===== config.mk =====
export PLATFORM = sky130hd
export DESIGN_NAME = fft_ram_reader
export DESIGN_NICKNAME = d
export VERILOG_FILES = /design/src/rtl/fft_ram_reader.sv
export SDC_FILE = /design/constraint.sdc
export NUM_CORES = 1
export LEC_CHECK = 0
export ABC_AREA = 0
export CAP_MARGIN = 20
export CORE_AREA = 2 2 106 108
export CTS_BUF_LIST = sky130_fd_sc_hd__clkbuf_2 sky130_fd_sc_hd__clkbuf_4 sky130_fd_sc_hd__clkbuf_8
export DETAILED_ROUTE_END_ITERATION = 7
export DIE_AREA = 0 0 108 110
export DONT_BUFFER_PORTS = 1
export PLACE_DENSITY = 0.77
export SYNTH_ARGS = -nofsm -noshare
export SYNTH_HDL_FRONTEND = slang
export SYNTH_SLANG_ARGS = --single-unit

===== constraint.sdc =====
create_clock -name rd_clk -period 3.1 [get_ports rd_clk]
set_input_delay 0.62 -clock rd_clk [delete_from_list [all_inputs] [get_ports rd_clk]]
set_output_delay 0.62 -clock rd_clk [all_outputs]
set_load 0.005 [all_outputs]

===== src/rtl/fft_ram_reader.sv =====
// Read-side sequencer for the fft_ram spectrum buffer: walks the RAM read port
// and streams bins on a valid/ready interface through a 2-entry skid buffer.
module fft_ram_reader #(
   parameter int ADDR_WIDTH = 11,
   parameter int DATA_WIDTH = 32,
   parameter int FRAME_LEN  = 2048
) (
   input  logic                  rd_clk,
   input  logic                  rd_rst,
   input  logic                  start,
   input  logic                  half_en,
   output logic [ADDR_WIDTH-1:0] ram_rd_addr,
   input  logic [DATA_WIDTH-1:0] ram_rd_data,
   output logic [DATA_WIDTH-1:0] m_data,
   output logic [ADDR_WIDTH-1:0] m_index,
   output logic                  m_valid,
   input  logic                  m_ready,
   output logic                  m_last,
   output logic                  busy,
   output logic                  done
);

   localparam int CW = ADDR_WIDTH + 1;
   localparam logic [CW-1:0] LEN_FULL = CW'(FRAME_LEN);
   localparam logic [CW-1:0] LEN_HALF = CW'(FRAME_LEN / 2);

   typedef enum logic [1:0] {S_IDLE, S_READ, S_DRAIN, S_DONE} state_t;

   state_t                state, state_nx;
   logic [CW-1:0]         len;
   logic [CW-1:0]         issue_cnt;
   logic [CW-1:0]         cnt_p1;
   logic                  in_flight;
   logic [ADDR_WIDTH-1:0] flight_idx;
   logic [1:0]            count;
   logic [DATA_WIDTH-1:0] d0, d1;
   logic [ADDR_WIDTH-1:0] i0, i1;
   logic                  pop;
   logic                  issue;
   logic                  last_issue;
   logic [2:0]            occ;

   always_comb begin
      pop        = (count != 2'd0) && m_ready;
      // occupancy after this cycle's pop, counting the word still in the RAM pipe
      occ        = {1'b0, count} + {2'b00, in_flight} - {2'b00, pop};
      issue      = (state == S_READ) && (occ < 3'd2);
      last_issue = issue && (issue_cnt == len - CW'(1));
      cnt_p1     = issue_cnt + CW'(1);

      state_nx = state;
      case (state)
         S_IDLE:  if (start) state_nx = S_READ;
         S_READ:  if (last_issue) state_nx = S_DRAIN;
         S_DRAIN: if (!in_flight && (count == 2'd0 || (count == 2'd1 && pop)))
                     state_nx = S_DONE;
         S_DONE:  state_nx = S_IDLE;
         default: state_nx = S_IDLE;
      endcase

      m_valid = (count != 2'd0);
      m_data  = d0;
      m_index = i0;
      m_last  = m_valid && ({1'b0, i0} == len - CW'(1));
      busy    = (state != S_IDLE);
      done    = (state == S_DONE);
   end

   always_ff @(posedge rd_clk) begin
      if (rd_rst) begin
         state       <= S_IDLE;
         len         <= '0;
         issue_cnt   <= '0;
         ram_rd_addr <= '0;
         in_flight   <= 1'b0;
         flight_idx  <= '0;
      end else begin
         state     <= state_nx;
         in_flight <= issue;
         if (state == S_IDLE && start) begin
            len         <= half_en ? LEN_HALF : LEN_FULL;
            issue_cnt   <= '0;
            ram_rd_addr <= '0;
         end else if (issue) begin
            issue_cnt  <= cnt_p1;
            flight_idx <= issue_cnt[ADDR_WIDTH-1:0];
            // address register pre-loads the next address; held after the final one
            if (!last_issue) ram_rd_addr <= cnt_p1[ADDR_WIDTH-1:0];
         end
      end
   end

   always_ff @(posedge rd_clk) begin
      if (rd_rst) begin
         count <= '0;
         d0    <= '0;
         d1    <= '0;
         i0    <= '0;
         i1    <= '0;
      end else begin
         case ({in_flight, pop})
            2'b10: begin
               if (count == 2'd0) begin
                  d0 <= ram_rd_data;
                  i0 <= flight_idx;
               end else begin
                  d1 <= ram_rd_data;
                  i1 <= flight_idx;
               end
               count <= count + 2'd1;
            end
            2'b01: begin
               d0    <= d1;
               i0    <= i1;
               count <= count - 2'd1;
            end
            2'b11: begin
               if (count == 2'd1) begin
                  d0 <= ram_rd_data;
                  i0 <= flight_idx;
               end else begin
                  d0 <= d1;
                  i0 <= i1;
                  d1 <= ram_rd_data;
                  i1 <= flight_idx;
               end
            end
            default: ;
         endcase
      end
   end

endmodule


======== After elaboration in Yosys (flattened, before gate mapping) ========
Cells that the tools add are included.
storage, ports and cells
  bits in registers ....................... 137
  input bits .............................. 37
  RAM bits ................................ 0
  output and inout port bits .............. 58
  memories kept ........................... 0
  latch bits .............................. 0
  word-level logic and storage cells ...... 75
  ROM bits ................................ 0
cells by class
  $mul .................................... 0
  div/mod/pow operators ................... 0
  reductions and logical operators ........ 22
  add/sub/neg operators ................... 6
  equality and inequality tests ........... 15
  bitwise operators ....................... 2
  multiplexer cells ....................... 18
  order comparisons ....................... 1
  shift-type cells ........................ 0
operators with widths
  cell                                                                   count
  32-bit 2-to-1 mux                                                      4
  32-bit one-hot mux with 3 select lines                                 1
  32-bit one-hot mux with 2 select lines                                 1
  11-bit 2-to-1 mux                                                      4
  11-bit one-hot mux with 3 select lines                                 1
  11-bit one-hot mux with 2 select lines                                 1
  12-bit by 1-bit adder with 12-bit output (second input constant)       1
  11-bit by 12-bit == test with 1-bit output                             1
  12-bit == test                                                         1
  12-bit 2-to-1 mux                                                      1
  2-bit inequality test (second input constant)                          6
  12-bit by 1-bit subtractor with 12-bit output (second input constant)  1
  2-bit == test (second input constant)                                  4
  2-bit one-hot mux with 4 select lines                                  1
  2-bit nonzero test                                                     4
  1-bit logical AND                                                      7
  2-bit by 1-bit == test with 1-bit output (second input constant)       3
  2-bit 2-to-1 mux                                                       3
  2-bit AND reduction                                                    3
  3-bit AND reduction                                                    2
  2-bit logical NOT                                                      2
  2-bit one-hot mux with 2 select lines                                  1
  2-bit by 1-bit adder with 3-bit output                                 1
  3-bit by 2-bit < comparator with 1-bit output (second input constant)  1
  8 further kinds                                                        9

======== Logic depth before layout (Yosys ltp) ========
  depth in word-level cells ............... 8
  depth in mapped cells ................... 13
  mapped depth without buffers ............ 11

======== Worst setup path before layout ========
Ideal clock, no wire load.
  path kind ............................... reg-to-reg
  from .................................... register count[1]
  to ...................................... register issue_cnt[11]
  period minus slack after synthesis ...... 2.813 ns
  cell stages (with the launch flop) ...... 12
  path buffers ............................ 1
  setup time .............................. 0.070 ns
  arrival ................................. 2.743 ns
  required time ........................... 3.030 ns
  setup slack ............................. 0.287 ns
  path through ............................ dfxtp_1 -> inv_1 -> ha_1 -> nand2b_2 -> nor2_1 -> o21ai_0 -> fa_1 -> nand2_1 -> buf_4 -> nor4_4 -> or3b_1 -> a21oi_1
on the way
  longest elaborated chain between the ends .. 5
  elaborated cells between the ends (all ways) .. 6
  those cells by class .................... 2 x add/sub; 1 x order compare; 3 x reduce/logical
RTL lines
  item                                                                            RTL line  text
  start: declaration                                                              35        logic [1:0] count;
  start signal: assignment                                                        110       count <= count + 2'd1;
  start signal: assignment                                                        115       count <= count - 2'd1;
  branches (longest 2 deep; another with 2-bit by 1-bit adder with 3-bit output)  --
  3-bit by 1-bit subtractor with 3-bit output *                                   46        occ = {1'b0, count} + {2'b00, in_flight} - {2'b00, pop};
  3-bit by 2-bit < comparator with 1-bit output *                                 47        issue = (state == S_READ) && (occ < 3'd2);
  1-bit logical AND *                                                             47
  end signal: assignment                                                          85        issue_cnt <= cnt_p1;
  end: declaration                                                                31        logic [CW-1:0] issue_cnt;
Every way passes the cells marked *.
A chain may end at the register's enable or synchronous reset.

======== Worst setup path after layout ========
  from .................................... register count[0]
  to ...................................... register issue_cnt[11]
Same word-level chain as after synthesis.

==> flow_summary.html <==
<table>
<tr><th>Metric</th><th>Value</th></tr>
<tr><th colspan="2">Route</th></tr>
<tr><td>Overall via count from detail_route</td><td>4,263</td></tr>
<tr><td>Detailed-routing iteration count for the pre-antenna-repair pass</td><td>7</td></tr>
<tr><td>Routed wirelength normalized by instance count</td><td>17.0 um</td></tr>
<tr><td>Remaining DRCs</td><td>0</td></tr>
<tr><td>Routed Wire Length</td><td>12,400 um</td></tr>
<tr><td>Drt initial violations</td><td>270</td></tr>
<tr><td>Number of vias per cell</td><td>5.84</td></tr>
<tr><td>Antenna Nets Post-Route</td><td>0</td></tr>
<tr><th colspan="2">Floorplan</th></tr>
<tr><td>Overall die width</td><td>108 um</td></tr>
<tr><td>Core footprint</td><td>10,700 um^2</td></tr>
<tr><td>Number of top-level design ports</td><td>95</td></tr>
<tr><td>Y dimension of the die</td><td>110 um</td></tr>
<tr><td>Initial Utilization</td><td>56.9%</td></tr>
<tr><td>Cell Rows</td><td>38</td></tr>
<tr><td>Floorplan die area</td><td>11,900 um^2</td></tr>
<tr><th colspan="2">Timing</th></tr>
<tr><td>Max Fclk</td><td>0.347 GHz</td></tr>
<tr><td>Period minus WS final</td><td>2.89 ns</td></tr>
<tr><td>Clock skew after layout</td><td>0.00967 ns</td></tr>
<tr><td>Final setup vio count</td><td>0</td></tr>
<tr><td>Final clock period utilization by the worst path</td><td>93.1%</td></tr>
<tr><td>Count of endpoints failing hold in the final timing report</td><td>0</td></tr>
<tr><td>Max-slew violation count</td><td>0</td></tr>
<tr><td>Slew @ Worst Pin</td><td>0.766 ns</td></tr>
<tr><td>Max-slew headroom at the worst pin</td><td>48.8%</td></tr>
<tr><th colspan="2">CTS</th></tr>
<tr><td>Clock tree from TritonCTS</td><td>yes</td></tr>
<tr><td>Post-CTS setup buffer count</td><td>0</td></tr>
<tr><td>CTS Buffer Depth</td><td>2</td></tr>
<tr><td>Clock H-tree levels</td><td>4</td></tr>
<tr><td>Clock Sinks</td><td>127</td></tr>
<tr><td>Clock-pin slew reported for the worst setup and hold paths after clock tree synthesis</td><td>0.08 ns</td></tr>
<tr><td>Cts bufs inserted</td><td>17</td></tr>
<tr><td>Skew-Pair Late Insertion Delay</td><td>0.44 ns</td></tr>
<tr><td>Hold buffers post-CTS</td><td>0</td></tr>
<tr><td>Clock root buffer</td><td>sky130_fd_sc_hd__clkbuf_8</td></tr>
<tr><th colspan="2">Yosys</th></tr>
<tr><td>Top cell type's share of synthesized area</td><td>41.8%</td></tr>
<tr><td>Synthesized-area fraction occupied by ao, oa, aoi and oai cells</td><td>15.2%</td></tr>
<tr><td>Dominant register cell in the synthesized netlist</td><td>sky130_fd_sc_hd__dfxtp_1</td></tr>
<tr><td>Area share of and/or/nand/nor cells after synthesis</td><td>21.5%</td></tr>
<tr><td>Mapped Cells</td><td>600</td></tr>
<tr><td>Synth async-reset ratio</td><td>0%</td></tr>
<tr><td>Post-Synth XOR/XNOR Area</td><td>2.45%</td></tr>
<tr><td>Warnings, synthesis</td><td>0</td></tr>
<tr><td>Net Count, Synth</td><td>648</td></tr>
<tr><td>Share of synthesized cell area in full adder, half adder and majority cells</td><td>2.38%</td></tr>
<tr><td>Mux share of post-synthesis cell area</td><td>10.9%</td></tr>
<tr><td>Synthesized area divided by synthesized cell count</td><td>10.1 um^2</td></tr>
<tr><td>Combined area of all synthesized cells</td><td>6090 um^2</td></tr>
<tr><td>Number of synthesized flops with an enable pin</td><td>0</td></tr>
<tr><td>Dominant combinational cell family by area after synthesis</td><td>simple AND/OR/NAND/NOR gates</td></tr>
<tr><td>Cell type with the highest aggregate area in the netlist</td><td>sky130_fd_sc_hd__dfxtp_1</td></tr>
<tr><td>Sequential-to-total area share from yosys stat</td><td>41.8%</td></tr>
<tr><td>Library cells used by synthesis</td><td>60</td></tr>
<tr><td>Top post-synthesis cells by area</td><td>sky130_fd_sc_hd__dfxtp_1, sky130_fd_sc_hd__mux2i_1, sky130_fd_sc_hd__a221oi_2</td></tr>
<tr><td>Count of state elements after synthesis</td><td>127</td></tr>
<tr><th colspan="2">Global routing</th></tr>
<tr><td>Wire length of the first global-routing pass</td><td>20,400 um</td></tr>
<tr><td>Vias in the first global route</td><td>4,243</td></tr>
<tr><td>Overall fraction of global-route tracks in use</td><td>21.7%</td></tr>
<tr><td>Number of antenna violations at the first check in global routing</td><td>0</td></tr>
<tr><td>Overflow after GRT</td><td>0</td></tr>
<tr><td>Pin count of the biggest net entering global routing</td><td>113</td></tr>
<tr><th colspan="2">Power</th></tr>
<tr><td>Largest voltage drop on the vdd net</td><td>0.378 mV</td></tr>
<tr><td>Clock share of power</td><td>22.4%</td></tr>
<tr><td>PwrDens</td><td>937 nW/um^2</td></tr>
<tr><td>Post-route total power</td><td>6.06 mW</td></tr>
<tr><td>Switching part of the total</td><td>41.9%</td></tr>
<tr><td>Internal power summed over all cells</td><td>3.52 mW</td></tr>
<tr><td>Portion of total power attributed to sequential cells</td><td>37.1%</td></tr>
<tr><td>Portion of total power attributed to combinational logic</td><td>40.5%</td></tr>
<tr><td>Leakage dissipation</td><td>2.28 nW</td></tr>
<tr><td>Power dissipated by switching net loads</td><td>2.54 mW</td></tr>
<tr><th colspan="2">Layout</th></tr>
<tr><td>Area of the multi-input gates</td><td>3230 um^2</td></tr>
<tr><td>Commonest cells after routing, fill and taps aside</td><td>sky130_fd_sc_hd__dfxtp_1, sky130_fd_sc_hd__nor2_1, sky130_fd_sc_hd__mux2i_1</td></tr>
<tr><td>Sequential cell area</td><td>2540 um^2</td></tr>
<tr><td>Fin area</td><td>6460 um^2</td></tr>
<tr><td>Layout fillers</td><td>879</td></tr>
<tr><td>Diode insertion count for antenna repair</td><td>0</td></tr>
<tr><td>Layout Nets</td><td>625</td></tr>
<tr><td>Proportion of layout cells with a drive suffix above 1</td><td>23.7%</td></tr>
<tr><td>Growth of design area from synthesis to finish</td><td>6.19%</td></tr>
<tr><td>Leading cell type in the layout, fill and taps excluded</td><td>sky130_fd_sc_hd__dfxtp_1</td></tr>
<tr><td>Final core utilization</td><td>60.4%</td></tr>
<tr><th colspan="2">Flow run</th></tr>
<tr><td>Max-cap violations</td><td>0</td></tr>
<tr><th colspan="2">Place</th></tr>
<tr><td>Final HPWL DP</td><td>8400 um</td></tr>
<tr><td>Final weighted congestion in routability-driven placement</td><td>0.829</td></tr>
<tr><td>Number of input and output port buffers inserted</td><td>0</td></tr>
<tr><td>DP Area</td><td>6070 um^2</td></tr>
<tr><th colspan="2">Status</th></tr>
<tr><td>Status</td><td>finished clean</td></tr>
<tr><th colspan="2">Setup path</th></tr>
<tr><td>Required time at the worst-slack endpoint</td><td>3.48 ns</td></tr>
<tr><td>Data arrival time at the worst-slack endpoint</td><td>3.26 ns</td></tr>
<tr><td>Maximum fanout encountered on the critical timing path</td><td>11</td></tr>
<tr><td>Critical Path Sink Type</td><td>flop</td></tr>
<tr><td>Type of the worst setup path</td><td>flop to flop</td></tr>
<tr><td>Chain of cells forming the critical path</td><td>inv_1 -&gt; ha_1 -&gt; nand2b_2 -&gt; nor2_2 -&gt; o21ai_0 -&gt; fa_1 -&gt; nand2_4 -&gt; nor4_4 -&gt; or3b_1 -&gt; a21oi_1</td></tr>
<tr><td>Type of origin of the critical path</td><td>flop</td></tr>
<tr><td>Library cell contributing the largest single delay on the critical path</td><td>sky130_fd_sc_hd__fa_1</td></tr>
<tr><td>Delay contributed by the slowest stage of the critical path</td><td>0.59 ns</td></tr>
<tr><th colspan="2">Hold path</th></tr>
<tr><td>Type of the worst min-delay path</td><td>input port to flop</td></tr>
</table>
==> power groups by stage <==
stage | clock, mW | combinational [mW] | sequential (mW)
floorplan | 0 | 2.13 | 2.21
global placement | 0 | 2.36 | 2.28
detailed placement | 0 | 2.43 | 2.29
CTS | 1.38 | 2.44 | 2.25
global route | 1.46 | 2.71 | 2.30
finish | 1.35 | 2.45 | 2.25
==> per-layer routing <==
| layer | up-vias | GRT usage [%] | share of wire, % |
|---|---|---|---|
| met3 | 20 | 7.29 | 5.8 |
| met4 | 0 | 8.42 | 1.8 |
| met5 | - | 0 | 0 |
| met1 | 2035 | 25.2 | 43 |
| met2 | 107 | 37.2 | 50 |
| li1 | 2101 | - | - |
==> metrics by stage <==
stage,worst slack (ns),TNS (ns),instances,hold WS (ns)
global route,-0.00650,-0.00650,730,0.235
detailed placement,0.0437,0,698,0.471
global placement,0.159,0,698,0.471
finish,0.214,0,730,0.271
CTS,0.0107,0,730,0.237
floorplan,0.287,0,600,0.451
==> cells by family (layout without fill, tap and decap cells) <==
logic type | after synthesis | count (layout)
compound gates | 84 | 84
fa+ha+maj | 11 | 11
mux | 66 | 66
xor+xnor | 17 | 17
simple gates | 233 | 233
flops | 127 | 127
buf+inv | 62 | 52
==> synthesized netlist by cell type (2+ instances only) <==
cell and count:
sky130_fd_sc_hd__nor3_2 40, sky130_fd_sc_hd__and4_1 3, sky130_fd_sc_hd__o21a_1 4, sky130_fd_sc_hd__inv_1 9, sky130_fd_sc_hd__clkbuf_1 20, sky130_fd_sc_hd__nand4_1 7
sky130_fd_sc_hd__nor3_1 10, sky130_fd_sc_hd__o21ai_0 7, sky130_fd_sc_hd__buf_2 11, sky130_fd_sc_hd__nand2b_1 2, sky130_fd_sc_hd__a21oi_1 12, sky130_fd_sc_hd__or3_1 3
sky130_fd_sc_hd__nor2_1 117, sky130_fd_sc_hd__a211o_1 2, sky130_fd_sc_hd__a221oi_2 40, sky130_fd_sc_hd__xnor2_1 12, sky130_fd_sc_hd__buf_6 9, sky130_fd_sc_hd__mux2i_1 65
sky130_fd_sc_hd__nand3b_1 2, sky130_fd_sc_hd__xor2_1 5, sky130_fd_sc_hd__nand3_1 8, sky130_fd_sc_hd__nand2_1 22, sky130_fd_sc_hd__buf_4 10, sky130_fd_sc_hd__ha_1 10
sky130_fd_sc_hd__a221oi_1 4, sky130_fd_sc_hd__or2_1 2, sky130_fd_sc_hd__nor4_1 5, sky130_fd_sc_hd__dfxtp_1 127
==> repair_timing <==
| item | in CTS | in global routing |
|---|---|---|
| setup endpoints to repair | 0 | 31 |
| endpoints found under the hold margin | 0 | 0 |
| resized for setup | 0 | 4 |
==> area by class of cell <==
| class | count | share of cell area [%] |
|---|---|---|
| multi-input cells | 411 | 50.0 |
| flip-flops and latches | 127 | 39.3 |
| clock buffers | 18 | 3.74 |
| well taps | 140 | 2.71 |
| clock inverters | 14 | 2.11 |
| repair buffers | 10 | 1.55 |
| inverters | 10 | 0.581 |
==> final timing paths <==
kind                       start  slack [ns]             end  depth (start not counted)
setup / recovery        count[0]        0.21   issue_cnt[11]                         10
hold / removal            rd_rst        0.27           d1[4]                          1
setup reg to reg        count[0]        0.21   issue_cnt[11]                         10
hold reg to reg   ram_rd_addr[4]        0.48  ram_rd_addr[4]                          2
==> critical path, delay by kind of cell (launching register included) <==
| family | cells | cell delay (ns) |
|---|---|---|
| buffers and inverters | 1 | 0.09 |
| adder cells (fa/ha/maj) | 2 | 0.81 |
| AND/OR/NAND/NOR | 5 | 1.25 |
| AO/OA/AOI/OAI | 2 | 0.27 |
| flip-flops | 1 | 0.41 |
==> state kept, by name, indices dropped and copies added, names as in the netlist <==
name and cells:
m_index 11, flight_idx 11, state 2, in_flight 1, issue_cnt 12, len 2
d1 32, i1 11, count 2, ram_rd_addr 11, m_data 32
(Power assumes the default switching activity.)
